<file path="src/rtl/mem_bus_pkg.sv">
// Shared types for the single-word memory bus initiator.
package mem_bus_pkg;

    typedef enum logic [2:0] {
        IDLE,
        READ,
        WRITE,
        RESP,
        GAP
    } init_state_t;

    typedef struct packed {
        logic        we;
        logic [31:0] addr;
        logic [31:0] wdata;
        logic [3:0]  be;
    } mem_req_t;

    localparam logic [31:0] WORD_ALIGN_MASK = 32'hFFFF_FFFC;

    // Word-aligns the address and clears the byte mask on reads, so the bus
    // never sees a non-zero mask alongside mem_read.
    function automatic mem_req_t build_req(input logic        we,
                                           input logic [31:0] addr,
                                           input logic [31:0] wdata,
                                           input logic [3:0]  be);
        mem_req_t req;
        req.we    = we;
        req.addr  = addr & WORD_ALIGN_MASK;
        req.wdata = wdata;
        req.be    = we ? be : 4'b0000;
        return req;
    endfunction

endpackage

</file>
<file path="src/rtl/mem_bus_if.sv">
// Core-side request/response handshake plus memory-side bus signals.
interface mem_bus_if;
    logic        req_valid;
    logic        req_ready;
    logic        req_we;
    logic [31:0] req_addr;
    logic [31:0] req_wdata;
    logic [3:0]  req_be;
    logic        rsp_valid;
    logic [31:0] rsp_rdata;
    logic        rsp_err;
    logic        mem_read;
    logic        mem_write;
    logic [31:0] mem_address;
    logic [31:0] mem_wdata;
    logic [3:0]  mem_byte_enable;
    logic [31:0] mem_rdata;
    logic        mem_resp;

    modport master (
        input  req_valid, req_we, req_addr, req_wdata, req_be,
        input  mem_rdata, mem_resp,
        output req_ready, rsp_valid, rsp_rdata, rsp_err,
        output mem_read, mem_write, mem_address, mem_wdata, mem_byte_enable
    );

    modport slave (
        output req_valid, req_we, req_addr, req_wdata, req_be,
        output mem_rdata, mem_resp,
        input  req_ready, rsp_valid, rsp_rdata, rsp_err,
        input  mem_read, mem_write, mem_address, mem_wdata, mem_byte_enable
    );
endinterface

</file>
<file path="src/rtl/mem_bus_watchdog.sv">
// Saturating cycle counter that flags the last permitted strobe cycle.
module mem_bus_watchdog #(
    parameter int TIMEOUT_CYCLES = 64,
    parameter int CNT_W          = $clog2(TIMEOUT_CYCLES + 1)
) (
    input  logic clk,
    input  logic rst,
    input  logic i_clr,
    input  logic i_en,
    output logic o_timeout
);

    localparam logic [CNT_W-1:0] LP_LIMIT = CNT_W'(TIMEOUT_CYCLES);

    logic [CNT_W-1:0] r_cnt;

    // Count strobe cycles already elapsed; hold at the limit instead of wrapping.
    always_ff @(posedge clk or posedge rst) begin
        if (rst) begin
            r_cnt <= '0;
        end else if (i_clr) begin
            r_cnt <= '0;
        end else if (i_en && (r_cnt != LP_LIMIT)) begin
            r_cnt <= r_cnt + 1'b1;
        end
    end

    // The current cycle is the TIMEOUT_CYCLES-th strobe cycle once r_cnt hits limit-1.
    assign o_timeout = i_en && (r_cnt >= (LP_LIMIT - 1'b1));

endmodule

</file>
<file path="src/rtl/mem_bus_initiator.sv">
// Load/store initiator for the single-word memory bus with timeout watchdog.
module mem_bus_initiator
    import mem_bus_pkg::*;
#(
    parameter int TIMEOUT_CYCLES = 64,
    parameter int CNT_W          = $clog2(TIMEOUT_CYCLES + 1)
) (
    input  logic      clk,
    input  logic      rst,
    mem_bus_if.master bus
);

    init_state_t r_state;
    init_state_t w_state_next;
    mem_req_t    r_req;
    mem_req_t    w_req_in;
    logic [31:0] r_rdata;
    logic        r_err;
    logic        w_accept;
    logic        w_strobe;
    logic        w_timeout;
    logic        w_req_ready;
    logic        w_rsp_valid;
    logic        w_mem_read;
    logic        w_mem_write;

    assign w_req_in = build_req(bus.req_we, bus.req_addr, bus.req_wdata, bus.req_be);
    assign w_strobe = (r_state == READ) || (r_state == WRITE);

    mem_bus_watchdog #(
        .TIMEOUT_CYCLES (TIMEOUT_CYCLES),
        .CNT_W          (CNT_W)
    ) u_watchdog (
        .clk       (clk),
        .rst       (rst),
        .i_clr     (!w_strobe),
        .i_en      (w_strobe),
        .o_timeout (w_timeout)
    );

    // State register.
    always_ff @(posedge clk or posedge rst) begin
        if (rst) begin
            r_state <= IDLE;
        end else begin
            r_state <= w_state_next;
        end
    end

    // Next-state and state-decoded outputs; a response wins over a coincident timeout.
    always_comb begin
        w_state_next = r_state;
        w_accept     = 1'b0;
        w_req_ready  = 1'b0;
        w_rsp_valid  = 1'b0;
        w_mem_read   = 1'b0;
        w_mem_write  = 1'b0;
        case (r_state)
            IDLE: begin
                w_req_ready = 1'b1;
                if (bus.req_valid) begin
                    w_accept     = 1'b1;
                    w_state_next = bus.req_we ? WRITE : READ;
                end
            end
            READ: begin
                w_mem_read = 1'b1;
                if (bus.mem_resp || w_timeout) begin
                    w_state_next = RESP;
                end
            end
            WRITE: begin
                w_mem_write = 1'b1;
                if (bus.mem_resp || w_timeout) begin
                    w_state_next = RESP;
                end
            end
            RESP: begin
                w_rsp_valid  = 1'b1;
                w_state_next = GAP;
            end
            GAP: begin
                w_state_next = IDLE;
            end
            default: begin
                w_state_next = IDLE;
            end
        endcase
    end

    // Request latch on acceptance and response capture at the end of the strobe.
    always_ff @(posedge clk or posedge rst) begin
        if (rst) begin
            r_req   <= '0;
            r_rdata <= '0;
            r_err   <= 1'b0;
        end else begin
            if (w_accept) begin
                r_req <= w_req_in;
            end
            if (w_strobe) begin
                if (bus.mem_resp) begin
                    r_rdata <= (r_state == READ) ? bus.mem_rdata : 32'h0;
                    r_err   <= 1'b0;
                end else if (w_timeout) begin
                    r_rdata <= 32'h0;
                    r_err   <= 1'b1;
                end
            end
        end
    end

    assign bus.req_ready       = w_req_ready;
    assign bus.rsp_valid       = w_rsp_valid;
    assign bus.rsp_rdata       = r_rdata;
    assign bus.rsp_err         = r_err;
    assign bus.mem_read        = w_mem_read;
    assign bus.mem_write       = w_mem_write;
    assign bus.mem_address     = r_req.addr;
    assign bus.mem_wdata       = r_req.wdata;
    assign bus.mem_byte_enable = r_req.be;

`ifndef SYNTHESIS
    a_one_strobe: assert property (@(posedge clk) disable iff (rst)
        !(w_mem_read && w_mem_write));
    a_strobe_matches_req: assert property (@(posedge clk) disable iff (rst)
        w_strobe |-> (w_mem_write == r_req.we));
    a_bus_stable: assert property (@(posedge clk) disable iff (rst)
        (w_strobe && $past(w_strobe)) |->
        (r_req.addr == $past(r_req.addr) && r_req.wdata == $past(r_req.wdata)));
    a_no_early_drop: assert property (@(posedge clk) disable iff (rst)
        (w_strobe && !bus.mem_resp && !w_timeout) |=> w_strobe);
`endif

endmodule

</file>
<file path="src/flat_wrapper.sv">
// flat-port wrapper written by rule: the top's interface ports become plain ports
module mem_bus_initiator_flat import mem_bus_pkg::*;
#(
    parameter int TIMEOUT_CYCLES = 64,
    parameter int CNT_W          = $clog2(TIMEOUT_CYCLES + 1)
)
  (clk, rst, bus_req_valid, bus_req_we, bus_req_addr, bus_req_wdata, bus_req_be, bus_mem_rdata, bus_mem_resp, bus_req_ready, bus_rsp_valid, bus_rsp_rdata, bus_rsp_err, bus_mem_read, bus_mem_write, bus_mem_address, bus_mem_wdata, bus_mem_byte_enable);
  mem_bus_if bus_i ();
  input  logic clk;
  input  logic rst;
  input wire logic [$bits(bus_i.req_valid)-1:0] bus_req_valid;
  input wire logic [$bits(bus_i.req_we)-1:0] bus_req_we;
  input wire logic [$bits(bus_i.req_addr)-1:0] bus_req_addr;
  input wire logic [$bits(bus_i.req_wdata)-1:0] bus_req_wdata;
  input wire logic [$bits(bus_i.req_be)-1:0] bus_req_be;
  input wire logic [$bits(bus_i.mem_rdata)-1:0] bus_mem_rdata;
  input wire logic [$bits(bus_i.mem_resp)-1:0] bus_mem_resp;
  output wire logic [$bits(bus_i.req_ready)-1:0] bus_req_ready;
  output wire logic [$bits(bus_i.rsp_valid)-1:0] bus_rsp_valid;
  output wire logic [$bits(bus_i.rsp_rdata)-1:0] bus_rsp_rdata;
  output wire logic [$bits(bus_i.rsp_err)-1:0] bus_rsp_err;
  output wire logic [$bits(bus_i.mem_read)-1:0] bus_mem_read;
  output wire logic [$bits(bus_i.mem_write)-1:0] bus_mem_write;
  output wire logic [$bits(bus_i.mem_address)-1:0] bus_mem_address;
  output wire logic [$bits(bus_i.mem_wdata)-1:0] bus_mem_wdata;
  output wire logic [$bits(bus_i.mem_byte_enable)-1:0] bus_mem_byte_enable;
  assign bus_i.req_valid = bus_req_valid;
  assign bus_i.req_we = bus_req_we;
  assign bus_i.req_addr = bus_req_addr;
  assign bus_i.req_wdata = bus_req_wdata;
  assign bus_i.req_be = bus_req_be;
  assign bus_i.mem_rdata = bus_mem_rdata;
  assign bus_i.mem_resp = bus_mem_resp;
  assign bus_req_ready = bus_i.req_ready;
  assign bus_rsp_valid = bus_i.rsp_valid;
  assign bus_rsp_rdata = bus_i.rsp_rdata;
  assign bus_rsp_err = bus_i.rsp_err;
  assign bus_mem_read = bus_i.mem_read;
  assign bus_mem_write = bus_i.mem_write;
  assign bus_mem_address = bus_i.mem_address;
  assign bus_mem_wdata = bus_i.mem_wdata;
  assign bus_mem_byte_enable = bus_i.mem_byte_enable;
  mem_bus_initiator #(.TIMEOUT_CYCLES(TIMEOUT_CYCLES), .CNT_W(CNT_W)) u_core (.clk(clk), .rst(rst), .bus(bus_i));
endmodule
</file>
<file path="config.mk">
export PLATFORM = sky130hd
export DESIGN_NAME = mem_bus_initiator_flat
export DESIGN_NICKNAME = d
export VERILOG_FILES = /design/src/rtl/mem_bus_pkg.sv /design/src/rtl/mem_bus_if.sv /design/src/rtl/mem_bus_watchdog.sv /design/src/rtl/mem_bus_initiator.sv /design/src/flat_wrapper.sv
export SDC_FILE = /design/constraint.sdc
export NUM_CORES = 1
export LEC_CHECK = 0
export ABC_AREA = 0
export BUFFER_PORTS_ARGS = -buffer_cell sky130_fd_sc_hd__buf_2
export CAP_MARGIN = 20
export CORE_AREA = 2 2 103 105
export CTS_BUF_LIST = sky130_fd_sc_hd__clkbuf_8
export DETAILED_ROUTE_END_ITERATION = 16
export DIE_AREA = 0 0 105 107
export PLACE_DENSITY = 0.91
export SYNTH_ARGS = -nofsm -noshare
export SYNTH_HDL_FRONTEND = slang
export SYNTH_SLANG_ARGS = --single-unit
</file>
<file path="constraint.sdc">
create_clock -name clk -period 6.65 [get_ports clk]
set_input_delay 0.9975 -clock clk [delete_from_list [all_inputs] [get_ports clk]]
set_output_delay 0.9975 -clock clk [all_outputs]
set_load 0.02 [all_outputs]
</file>
## After elaboration in Yosys (flattened, before gate mapping)

Index checks and enable logic that the tools add are counted.

- Equal/unequal tests: 7
- Add/sub/neg operators: 1
- $mul: 0
- Shift operators: 0
- Div/mod/pow operators: 0
- Magnitude comparators: 1
- Multiplexer cells: 18
- Bitwise gates (word level): 0
- Reductions and logical operators: 9

Operators by type and width:

| cell | number |
|---|---|
| $mux 32 | 3 |
| $mux 7 | 2 |
| $pmux 3 s3 | 1 |
| $mux 1 | 8 |
| $add 7x1->7 const B | 1 |
| $ge 7x6->1 const B | 1 |
| $ne 7x7->1 const B | 1 |
| $eq 3x2->1 const B | 2 |
| $mux 3 | 2 |
| $mux 4 | 1 |
| $ne 2x1->1 const B | 2 |
| $reduce_and 2->1 | 2 |
| $eq 3x1->1 const B | 1 |
| $logic_not 3->1 | 1 |
| $logic_and 1x1->1 | 2 |
| $logic_or 1x1->1 | 2 |
| $mux 2 | 1 |
| $ne 2x2->1 const B | 1 |
| $reduce_bool 2->1 | 1 |
| $reduce_or 2->1 | 1 |

- Memories: 0
- RAM bits: 0
- Bits in registers: 109
- Bits in read-only memories: 0
- Bits of input ports: 105
- Logic and storage cells: 43
- Latch bits: 0

## Depth between registers and ports, before layout

- Depth after elaboration: 6
- Gate-level depth with buffers: 6

## Cells and area by module

Synthesis repeated with hierarchy kept, for this count alone.

- Cells, all modules: 301
- Area, all modules: 4,629.4 µm²

Modules (own cells, without submodules):

| module | times used | sequential area each (µm²) | area an instance (µm²) | cells each |
|---|---|---|---|---|
| mem_bus_initiator | 1 | 2,552.4 | 4,176.5 | 252 |
| mem_bus_watchdog | 1 | 175.2 | 452.9 | 49 |

## Least setup slack after synthesis

No wires, ideal clock.

- Path kind: reg2out
- Start: register u_core.r_state[1]
- End: output bus_req_ready
- Stages on the path, launching flop included: 4
- Data arrival time: 1.337 ns
- Buffers on the path: 2
- Path slack: 4.315 ns
- Required time: 5.653 ns
- Cells stage by stage: dfrtp_1 clkbuf_1 clkbuf_1 nor3_1

- Word-level cells in the longest chain between the ends: 2

Ends and longest elaborated chain:

| what | RTL line | source |
|---|---|---|
| start, declared | mem_bus_initiator.sv:13 | `init_state_t r_state;` |
| start signal, assigned | mem_bus_initiator.sv:46 | `r_state <= w_state_next;` |
| $logic_not 3->1 | mem_bus_initiator.sv:58 | `case (r_state)` |
| $mux 1 | mem_bus_initiator.sv:58 |  |
| end, declared | flat_wrapper.sv:18 | `output wire logic [$bits(bus_i.req_ready)-1:0] bus_req_ready;` |

Every way passes these cells.

## Worst setup path in the final report

- Start: register u_core.r_state[1]
- End: output bus_rsp_valid

- Word-level cells in the longest chain between the ends: 2

Ends and longest elaborated chain:

| what | RTL line | source |
|---|---|---|
| $eq 3x2->1 | mem_bus_initiator.sv:58 |  |
| $mux 1 | mem_bus_initiator.sv:58 |  |
| end, declared | flat_wrapper.sv:19 | `output wire logic [$bits(bus_i.rsp_valid)-1:0] bus_rsp_valid;` |

Every way passes these cells.

==> key figures <==
Pwr
  – Peak supply drop: approximately 280 uV
  – Leak: 3.39 nW
  – Pwr/cell area: ~540 mW/mm2
  – Final Power: 0.00353 W

Clock network
  – Root Buffer: clkbuf_8
  – Clk sinks: 109
  – Clock latency on the worst-skew pair: 0.37 ns
  – CTS Buf Count: 9
  – CTS resizes: 0
  – Clock Tree Buf Depth: 2
  – Post-CTS Setup Bufs: 0
  – Htree depth: 3
  – Clk slew on worst S/H paths: 0.09 ns
  – Hold_buf cts: 0
  – CTS tree: built

Min path
  – Worst hold path depth: 2
  – WHS Endpoint: u_core.bus.mem_byte_enable[0]$_DFFE_PP0P_
  – Min-delay worst type: register to register
  – Worst hold start: u_core.bus.mem_byte_enable[0]$_DFFE_PP0P_

Worst setup path
  – RR Startpoint: u_core.r_state[1]$_DFFE_PP0P_
  – Number of buffers and inverters on the critical path: 2
  – Worst path cell trace: buf_4 > nand2_1 > nor2_1 > buf_2
  – Req. time, crit path: around 5.7 ns
  – Crit Path Max Fanout: ~70
  – Reg2reg setup slack: ~4.2 ns
  – CP max-delay cell: buf_4
  – Reg2Reg Depth: 4
  – Critical path's largest stage delay: 0.53 ns
  – Worst setup startpoint: u_core.r_state[1]$_DFFE_PP0P_
  – Worst Setup Start Kind: register
  – Worst Path Arrival: approximately 1.8 ns
  – Crit end category: output port
  – WS Path Type: register to output port
  – Crit Reg-Reg Endpoint: u_core.bus.mem_address[6]$_DFFE_PP0P_
  – Top cell family by delay on the critical path: buffers and inverters

GRT
  – Largest net degree at the start of global routing: 72
  – Total global-route track usage: 23.2%
  – Global route overflow: 0
  – Vias in the first global route: 4099
  – First-pass GRT wire length: just over 20000 um
  – Antenna violations before repair: 1

Die
  – Core area: between 0.01 and 0.015 mm2
  – Starting Density: between 50% and 60%
  – IO Pins: 210
  – Site Rows: 37
  – Die Ht: around 110 um
  – Die width: around 110 um
  – DIE AREA: about 0.011 mm2

Cells and area
  – Most common cell after layout, fill and taps aside: buf_2
  – Number of fill cells: about 770
  – Final #Nets: approximately 700
  – Diode count: 0
  – Most frequent cells in the layout: buf_2, dfrtp_1, mux2_4
  – Layout cells sized above 1: 49.4%
  – Final core utilization: between 60% and 70%
  – P&R area growth vs syn: 22.9%

STA
  – Minimum clock period: 2.79 ns
  – Setup TNS Final: 0 ns
  – Final setup violation count: 0
  – Slew at the pin with the worst max-slew slack: about 0.78 ns
  – Final hold violations: 0
  – Relative slew slack: a little under half
  – Fin Clk Skew: 0.00993 ns
  – RSZ-0062 raised after global routing: false
  – Final WS setup: 3.86 ns
  – Max Freq: 0.359 GHz
  – Fin. max-slew vios: 0
  – Final Cycle Share: 41.9%

Route
  – Detailed-route via count: 4005
  – WL final: ~13000 um
  – DRT Pass-1 Iters: 6
  – DR vias/cell: 5.45
  – DR DRC count: 0
  – Post-route ant nets: 0
  – Mean routed wirelength per cell: between 15 and 20 um
  – DR iter-0 viols: 306

Synth
  – Synthesis-stage register bit count: between 100 and 150
  – Avg Cell Area, Syn: between 10 and 15 um2
  – Part of the Yosys area used for sequential elements: 51.3%
  – Post-Syn Area: approximately 0.0053 mm2
  – Synth unique cells: 36
  – Mapped Cells: around 400
  – Syn. warnings: 0

Placement
  – RD Place Congestion: a little over 0.8
  – IO buf count: slightly above 200
  – Post-Place Worst Slack: roughly 4 ns
  – Post-DP HPWL: just under 9000 um

Status
  – Status: finished clean

Run
  – Max cap viols: 0
## synth_stat cells, drive strengths merged
master / instances / area share (%)
a211o: 1 / 0.16
a211oi: 4 / 0.66
a21bo: 1 / 0.19
a21o: 2 / 0.28
a21oi: 5 / 0.47
a221o: 32 / 6.0
a221oi: 2 / 0.33
a22o: 32 / 5.3
and2: 32 / 3.8
and4: 1 / 0.16
buf: 15 / 3.4
clkbuf: 18 / 1.3
conb: 1 / 0.071
dfrtp: 109 / 51
ha: 2 / 0.47
inv: 6 / 0.42
mux2: 62 / 18
nand2: 12 / 0.85
nand2b: 4 / 0.47
nand3: 5 / 0.47
nand4: 1 / 0.12
nor2: 7 / 0.49
nor2b: 34 / 4.0
nor3: 1 / 0.094
nor3b: 1 / 0.14
nor4b: 1 / 0.16
o21ai: 6 / 0.56
o21bai: 1 / 0.14
or3: 2 / 0.24
or4b: 1 / 0.19
xor2: 2 / 0.33
## where the power goes
part           internal [W]  switching (W)
Clock              0.000148       0.000229
Combinational      0.000902        0.00102
Sequential         0.000989       0.000237
Total               0.00204        0.00149
## worst min-delay path: stages, from the launching register on
cell,delay [ns]
dfrtp_1,0.35
nand2_1,0.04
o21ai_0,0.06
## per-layer routing
layer	global-route usage (%)	share of wire, %
met4	8.95	2.0
met3	5.71	7.8
met1	30.5	43
met5	0	0.055
met2	37.3	47
## layout make-up
class                      instances  area, um2  share of cell area (%)
sequential                       109       2730                    41.7
timing repair buffer             212       1090                    16.7
clock buffer                      10        138                    2.11
tap                              136        170                    2.60
inverter                           6       25.0                   0.383
clock inverter                     6       46.3                   0.708
multi-input combinational        256       2340                    35.8
## sequential cells by signal, indices dropped and copies added (netlist names)
signal / count
u_core.bus.mem_wdata: 32
u_core.r_state: 3
u_core.bus.mem_address: 30
u_core.bus.rsp_rdata: 32
u_core.u_watchdog.r_cnt: 7
u_core.bus.rsp_err: 1
u_core.bus.mem_byte_enable: 4
## worst max-delay path by stage
stage / depth (start not counted) / to / slack, ns
after floorplan: 1 / u_core.bus.mem_address[10]$_DFFE_PP0P_ / 2.78
after global placement: 3 / u_core.bus.mem_address[13]$_DFFE_PP0P_ / 4.00
after detailed placement: 3 / u_core.bus.mem_address[6]$_DFFE_PP0P_ / 3.95
after CTS: 4 / bus_mem_write / 3.83
after global routing: 4 / bus_mem_write / 3.70
final: 4 / bus_rsp_valid / 3.86
## metrics by stage
| step | hold WS (ns) | cells | instance area (um2) |
|---|---|---|---|
| after floorplan | 0.553 | 404 | 5320 |
| after global placement | 0.462 | 718 | 6330 |
| after detailed placement | 0.477 | 718 | 6330 |
| after CTS | 0.500 | 734 | 6520 |
| after global routing | 0.531 | 735 | 6540 |
| final | 0.489 | 735 | 6540 |
## kinds of logic (layout without fill, tap and decap cells)
logic type	Yosys count	in the layout	synth area share (%)
mux	62	62	17.5
other cells	1	2	0.0705
xor+xnor	2	2	0.329
flops	109	109	51.3
compound gates	86	86	14.1
simple gates	102	102	11.2
buf+inv	39	234	5.10
fa+ha+maj	2	2	0.470
No activity file was read; power rests on OpenSTA's default activity.
